--- src/rtl/perf_counter_bank.sv ---


module perf_counter_bank #(
    parameter int unsigned NUM_CNT  = 8,
    parameter int unsigned CNT_W    = 64,
    parameter bit          SATURATE = 1'b0,
    localparam int unsigned IDX_W   = (NUM_CNT > 1) ? $clog2(NUM_CNT) : 1
) (
    input  logic               clk_i,
    input  logic               rst_i,
    input  logic [NUM_CNT-1:0] event_i,
    input  logic               cnt_en_i,
    input  logic               clear_i,
    input  logic               snapshot_i,
    input  logic               rd_req_valid_i,
    output logic               rd_req_ready_o,
    input  logic [IDX_W-1:0]   rd_idx_i,
    output logic               rd_resp_valid_o,
    input  logic               rd_resp_ready_i,
    output logic [CNT_W-1:0]   rd_resp_data_o,
    output logic               rd_resp_err_o,
    output logic [NUM_CNT-1:0] ovf_o
);

    // Same shape as perf_pkg::counter_t when CNT_W is 64.
    typedef logic [CNT_W-1:0] cnt_t;

    cnt_t               live_q [NUM_CNT];
    cnt_t               live_d [NUM_CNT];
    cnt_t               snap_q [NUM_CNT];
    logic [NUM_CNT-1:0] ovf_q;
    logic [NUM_CNT-1:0] ovf_d;

    logic               resp_valid_q;
    cnt_t               resp_data_q;
    logic               resp_err_q;

    logic               rd_accept_c;
    logic               rd_oob_c;
    cnt_t               rd_data_c;

    // Counter next-state: increment/overflow first, clear overrides both.
    always_comb begin
        for (int k = 0; k < int'(NUM_CNT); k++) begin
            live_d[k] = live_q[k];
            ovf_d[k]  = ovf_q[k];
            if (cnt_en_i && event_i[k]) begin
                if (&live_q[k]) begin
                    ovf_d[k]  = 1'b1;
                    live_d[k] = SATURATE ? live_q[k] : '0;
                end else begin
                    live_d[k] = live_q[k] + CNT_W'(1);
                end
            end
            if (clear_i) begin
                live_d[k] = '0;
                ovf_d[k]  = 1'b0;
            end
        end
    end

    // Snapshot samples live_q, i.e. the value before this cycle's update/clear.
    always_ff @(posedge clk_i) begin
        if (rst_i) begin
            for (int k = 0; k < int'(NUM_CNT); k++) begin
                live_q[k] <= '0;
                snap_q[k] <= '0;
            end
            ovf_q <= '0;
        end else begin
            for (int k = 0; k < int'(NUM_CNT); k++) begin
                live_q[k] <= live_d[k];
                if (snapshot_i) begin
                    snap_q[k] <= live_q[k];
                end
            end
            ovf_q <= ovf_d;
        end
    end

    assign rd_req_ready_o = !resp_valid_q || rd_resp_ready_i;
    assign rd_accept_c    = rd_req_valid_i && rd_req_ready_o;
    assign rd_oob_c       = {1'b0, rd_idx_i} >= (IDX_W + 1)'(NUM_CNT);

    always_comb begin
        rd_data_c = '0;
        for (int k = 0; k < int'(NUM_CNT); k++) begin
            if (rd_idx_i == IDX_W'(k)) begin
                rd_data_c = snap_q[k];
            end
        end
    end

    // Single-entry response register; holds until consumed.
    always_ff @(posedge clk_i) begin
        if (rst_i) begin
            resp_valid_q <= 1'b0;
            resp_data_q  <= '0;
            resp_err_q   <= 1'b0;
        end else if (rd_accept_c) begin
            resp_valid_q <= 1'b1;
            resp_data_q  <= rd_oob_c ? '0 : rd_data_c;
            resp_err_q   <= rd_oob_c;
        end else if (rd_resp_ready_i) begin
            resp_valid_q <= 1'b0;
        end
    end

    assign rd_resp_valid_o = resp_valid_q;
    assign rd_resp_data_o  = resp_data_q;
    assign rd_resp_err_o   = resp_err_q;
    assign ovf_o           = ovf_q;

endmodule

--- config.mk ---
export PLATFORM = sky130hd
export DESIGN_NAME = perf_counter_bank
export DESIGN_NICKNAME = d
export VERILOG_FILES = /design/src/rtl/perf_counter_bank.sv
export SDC_FILE = /design/constraint.sdc
export NUM_CORES = 2
export LEC_CHECK = 0
export CAP_MARGIN = 20
export CORE_MARGIN = 2
export CORE_UTILIZATION = 40
export DETAILED_ROUTE_END_ITERATION = 10
export DONT_BUFFER_PORTS = 1
export HOLD_SLACK_MARGIN = 0.05
export PLACE_DENSITY = 0.55
export SLEW_MARGIN = 20
export SYNTH_ARGS = -nofsm -noshare
export SYNTH_HDL_FRONTEND = slang
export SYNTH_SLANG_ARGS = --single-unit
export TNS_END_PERCENT = 50
--- constraint.sdc ---
create_clock -name clk_i -period 9.42 [get_ports clk_i]
set_input_delay 1.413 -clock clk_i [delete_from_list [all_inputs] [get_ports clk_i]]
set_output_delay 1.413 -clock clk_i [all_outputs]
set_load 0.1 [all_outputs]
# == Yosys cells after proc, flatten, opt, wreduce, memory -nomap -nowiden ==
# Memories as Yosys holds them, arrays and structs flattened.
# Cells that the tools add are included.
# classes
addsub,8
n_mux,56
n_reduce_logical,30
div,0
eq_ne,7
shifts,0
n_bitwise,16
n_mul,0
n_lt_le_gt_ge,0
# ops
cell,count
$mux W64,48
$reduce_and A65 Y1,8
$add A64 B1 Y64 const B,8
$reduce_and A64 Y1,8
$or A1 B1 Y1,16
$eq A3 B3 Y1 const B,4
$logic_and A1 B1 Y1,9
$mux W1,8
$eq A3 B2 Y1 const B,2
$eq A3 B1 Y1 const B,1
$logic_not A3 Y1,1
$reduce_bool A2 Y1,1
$reduce_or A2 Y1,1
$logic_not A1 Y1,1
$logic_or A1 B1 Y1,1
# word_totals
output_inout_bits,75
ramBits,1024
inputBits,18
latchBits,0
regBits,73
wordCells,129
mem_bits_ro,0
n_memories,2
# mem_list
memory,words,word_bits,read_ports,rd_clocked_by_memory_dff,wr,line_no,text
live_q,8,64,8,0,8,28,cnt_t live_q [NUM_CNT];
snap_q,8,64,8,0,8,30,cnt_t snap_q [NUM_CNT];

# == Longest topological paths before layout ==
# logic_depth
depth_word,9
depth_mapped,9
ltp_nobuf,7

# == Worst setup path before layout ==
# No wires, ideal clock.
# synth_path
path_kind,in2reg
startpoint,input rst_i
endpoint,"memory snap_q[0][0] in the netlist's numbering, enable pin"
stages,3
setup_ps,667
path_buffers,2
arrival_ps,8047
slack_ps,706
required_ps,8753
path_cell_list,clkbuf_1 -> clkbuf_1 -> or2_2
# synth_rtl
element,line_no,text
"start, declared",10,"input logic rst_i,"
"end, declared",30,

==> results.toml <==
[sta]
max_freq_ghz = 0.268
setup_ws_ns = 5.68
hold_viol = 0
timing.final.max_slew_violations = 0
setup_viol = 0
relSlewSlack_pct = 12.9
tightest_slew_ns = 1.31
hold_slack_ns = 0.491
fin_skew_ns = 0.0221
period_share_pct = 39.7
final.min_clock_period_ns = 3.74
rsz0062_at_grt = "no"
setup_tns_ns = 0

[power_and_ir_drop]
power_frac_seq_pct = 51.7
comb_power_share_pct = 3.5
clkPwrFrac_pct = 44.8
p_leak_uw = 0.0178
p_int_uw = 7880
p_per_area_nw_per_um2 = 190
p_switching_uw = 2370
swShare_pct = 23.2
ir_worst_vdd_mv = 0.158

[route]
num_vias = 33735
drt_pre_antenna_iters = 5
drc_errors = 0
viasPerCell = 5.32
wire_per_inst_um = 21.4
ant_nets = 0
drt-total-wl_mm = 136
drt-initial-drc-count = 2799

[synth]
synthCells = 4669
synthArstFlopShare_pct = 0
avgSynthCellArea_um2 = 10.4
ys_seq_area_share_pct = 55.8
synth_seq_cells = 1097
synth-simple-area-share_pct = 24.8
yosys.area.top_type_share_pct = 31.7
synth-edff-count = 512
yosys_warnings = 0
synth_top_area_cell = "edfxtp_1"
synthTopCellsByArea = "edfxtp_1 32%, dfxtp_1 24%, nor2_1 6.1%"
synthFlopType = "dfxtp_1"
ys_types = 67
syn_area_um2 = 48500
synthAdderAreaFrac_pct = 0.206
synthMuxAreaShare_pct = 4.42
synth_top_family_by_area = "simple AND/OR/NAND/NOR gates"
synth_nets = 4695
synth_compound_area_share_pct = 4.33
synth_xor_area_share_pct = 7.94

[critical_path]
crit_type = "flip-flop to flip-flop"
cp.arrival_ns = 4.32
required_ns = 10.00
start_kind = "flip-flop"
crit_fanout = 34
worst_setup_path_end_kind = "flip-flop"

[grt]
grt_pass1_vias = 32257
grt_max_degree = 234
track_usage_pct = 21.5
grt_antenna_before_repair = 4
overflow = 0
grt_pass1_wl_mm = 206

[clock_network]
cts-buffers-inserted = 119
cts_root_buf = "clkbuf_16"
cts_tree = "done"
clkLatencyLatePin_ns = 0.71
cts_hold_buf = 0
path_clk_slew_ns = 0.06
htreeDepth = 3
cts_resized = 0
cts.sinks = 1097
cts_setup_buffers = 0
ctsLongestPathBuffers = 3

[placed_design]
dpl.cell_count = 6109
port_buffers = 0
place_hpwl_mm = 93.4
gp_congestion = 0.872
dp_slack_ns = 4.96

[floorplan]
ios = 93
fp.dieW_um = 352
start_util_pct = 40.4
num_rows = 127
core_um2 = 120000
die_h_um = 352
dieArea_um2 = 124000

[flow_run]
drv_cap = 0

[final_layout]
area_growth_pct = 11.4
layout_commonest_cell = "nor2_1"
final_cells = 6339
fin_nets = 4645
drive_gt1_share_pct = 8.40
final_cell_mix = "784 x nor2_1, 582 x dfxtp_1, 512 x edfxtp_1, 407 x and2_1, 244 x xnor2_1"

[hold_path]
worstHoldPathType = "flip-flop to flip-flop"

[run_status]
status = "complete, no violations"
## routing by layer
metal / up-vias / wire, um / global-route usage, % / part of all wire, %
met5: - / 13 / 0 / 0.0096
met4: 2 / 3620 / 5.88 / 2.7
met2: 672 / 62300 / 34.1 / 46
met1: 16470 / 62800 / 30.2 / 46
met3: 190 / 6800 / 3.69 / 5.0
li1: 16401 / - / - / -
## power groups by stage
stage | sequential [uW] | combinational, uW | clock [uW]
finish | 5300 | 361 | 4590
global route | 5310 | 390 | 4870
CTS | 5300 | 361 | 4680
detailed placement | 5400 | 361 | 0
global placement | 5400 | 358 | 0
floorplan | 5390 | 266 | 0
## cell families (layout without fill, tap and decap cells)
| group | count (synthesis) | count (layout) |
|---|---|---|
| multiplexers | 128 | 128 |
| other | 1 | 2 |
| AO/OA/AOI/OAI | 340 | 340 |
| adder cells (fa/ha/maj) | 8 | 8 |
| XOR/XNOR | 440 | 440 |
| AND/OR/NAND/NOR | 2366 | 2366 |
| buffers and inverters | 289 | 346 |
| flip-flops | 1097 | 1097 |
## cells in the mapped netlist, types with 35 or more instances
| cell | instances |
|---|---|
| a2111oi_0 | 61 |
| a21oi_1 | 133 |
| and2_1 | 407 |
| and3_1 | 59 |
| and4_1 | 35 |
| clkbuf_1 | 175 |
| dfxtp_1 | 585 |
| edfxtp_1 | 512 |
| inv_1 | 65 |
| mux2_2 | 61 |
| mux4_2 | 63 |
| nand2_1 | 235 |
| nand3_1 | 216 |
| nand4_1 | 176 |
| nor2_1 | 785 |
| nor2b_1 | 115 |
| nor3_1 | 112 |
| nor4_1 | 106 |
| o21ai_0 | 50 |
| o22ai_1 | 62 |
| or3_1 | 56 |
| xnor2_1 | 244 |
| xor2_1 | 196 |
## metrics by stage
stage	instance area (um^2)	utilization, %	power, uW
after floorplan	48500	-	5660
after global placement	50200	41.8	5760
after detailed placement	50200	41.8	5770
after CTS	54000	45.0	10300
after global routing	54000	45.0	10600
final	54000	45.0	10300
## worst max-delay path: stages (launching register included)
cell and delay, ns:
dfxtp_1 0.41, nand4_1 0.32, or2_2 0.48, or4_1 0.77
or4_1 0.64, nand2_2 0.41, buf_4 0.45, nor2_1 0.09
## layout make-up
type | instances | area, um^2
antenna | 1 | 2.50
clock inverter | 44 | 320
multi-input combinational | 3283 | 20400
sequential | 1097 | 27100
timing repair buffer | 53 | 455
inverter | 65 | 244
clock buffer | 184 | 3520
tap | 1612 | 2020
fill | 11364 | 66100
## registers in the layout (all words and copies together), names as in the netlist
| register | count |
|---|---|
| snap_q | 512 |
| rd_resp_data_o | 64 |
| live_q | 512 |
| rd_resp_valid_o | 1 |
| ovf_o | 8 |
## worst paths after layout
path                                     from                           to  slack (ns)  cells after the start
hold / removal     live_q[0][65]$_SDFFE_PP0N_   live_q[0][65]$_SDFFE_PP0N_        0.49                      2
setup / recovery  live_q[1][196]$_SDFFE_PP0N_  live_q[1][199]$_SDFFE_PP0N_        5.68                      7
setup reg to reg  live_q[1][196]$_SDFFE_PP0N_  live_q[1][199]$_SDFFE_PP0N_        5.68                      7
hold reg to reg    live_q[0][65]$_SDFFE_PP0N_   live_q[0][65]$_SDFFE_PP0N_        0.49                      2
Power figures use the tool's default switching activity.
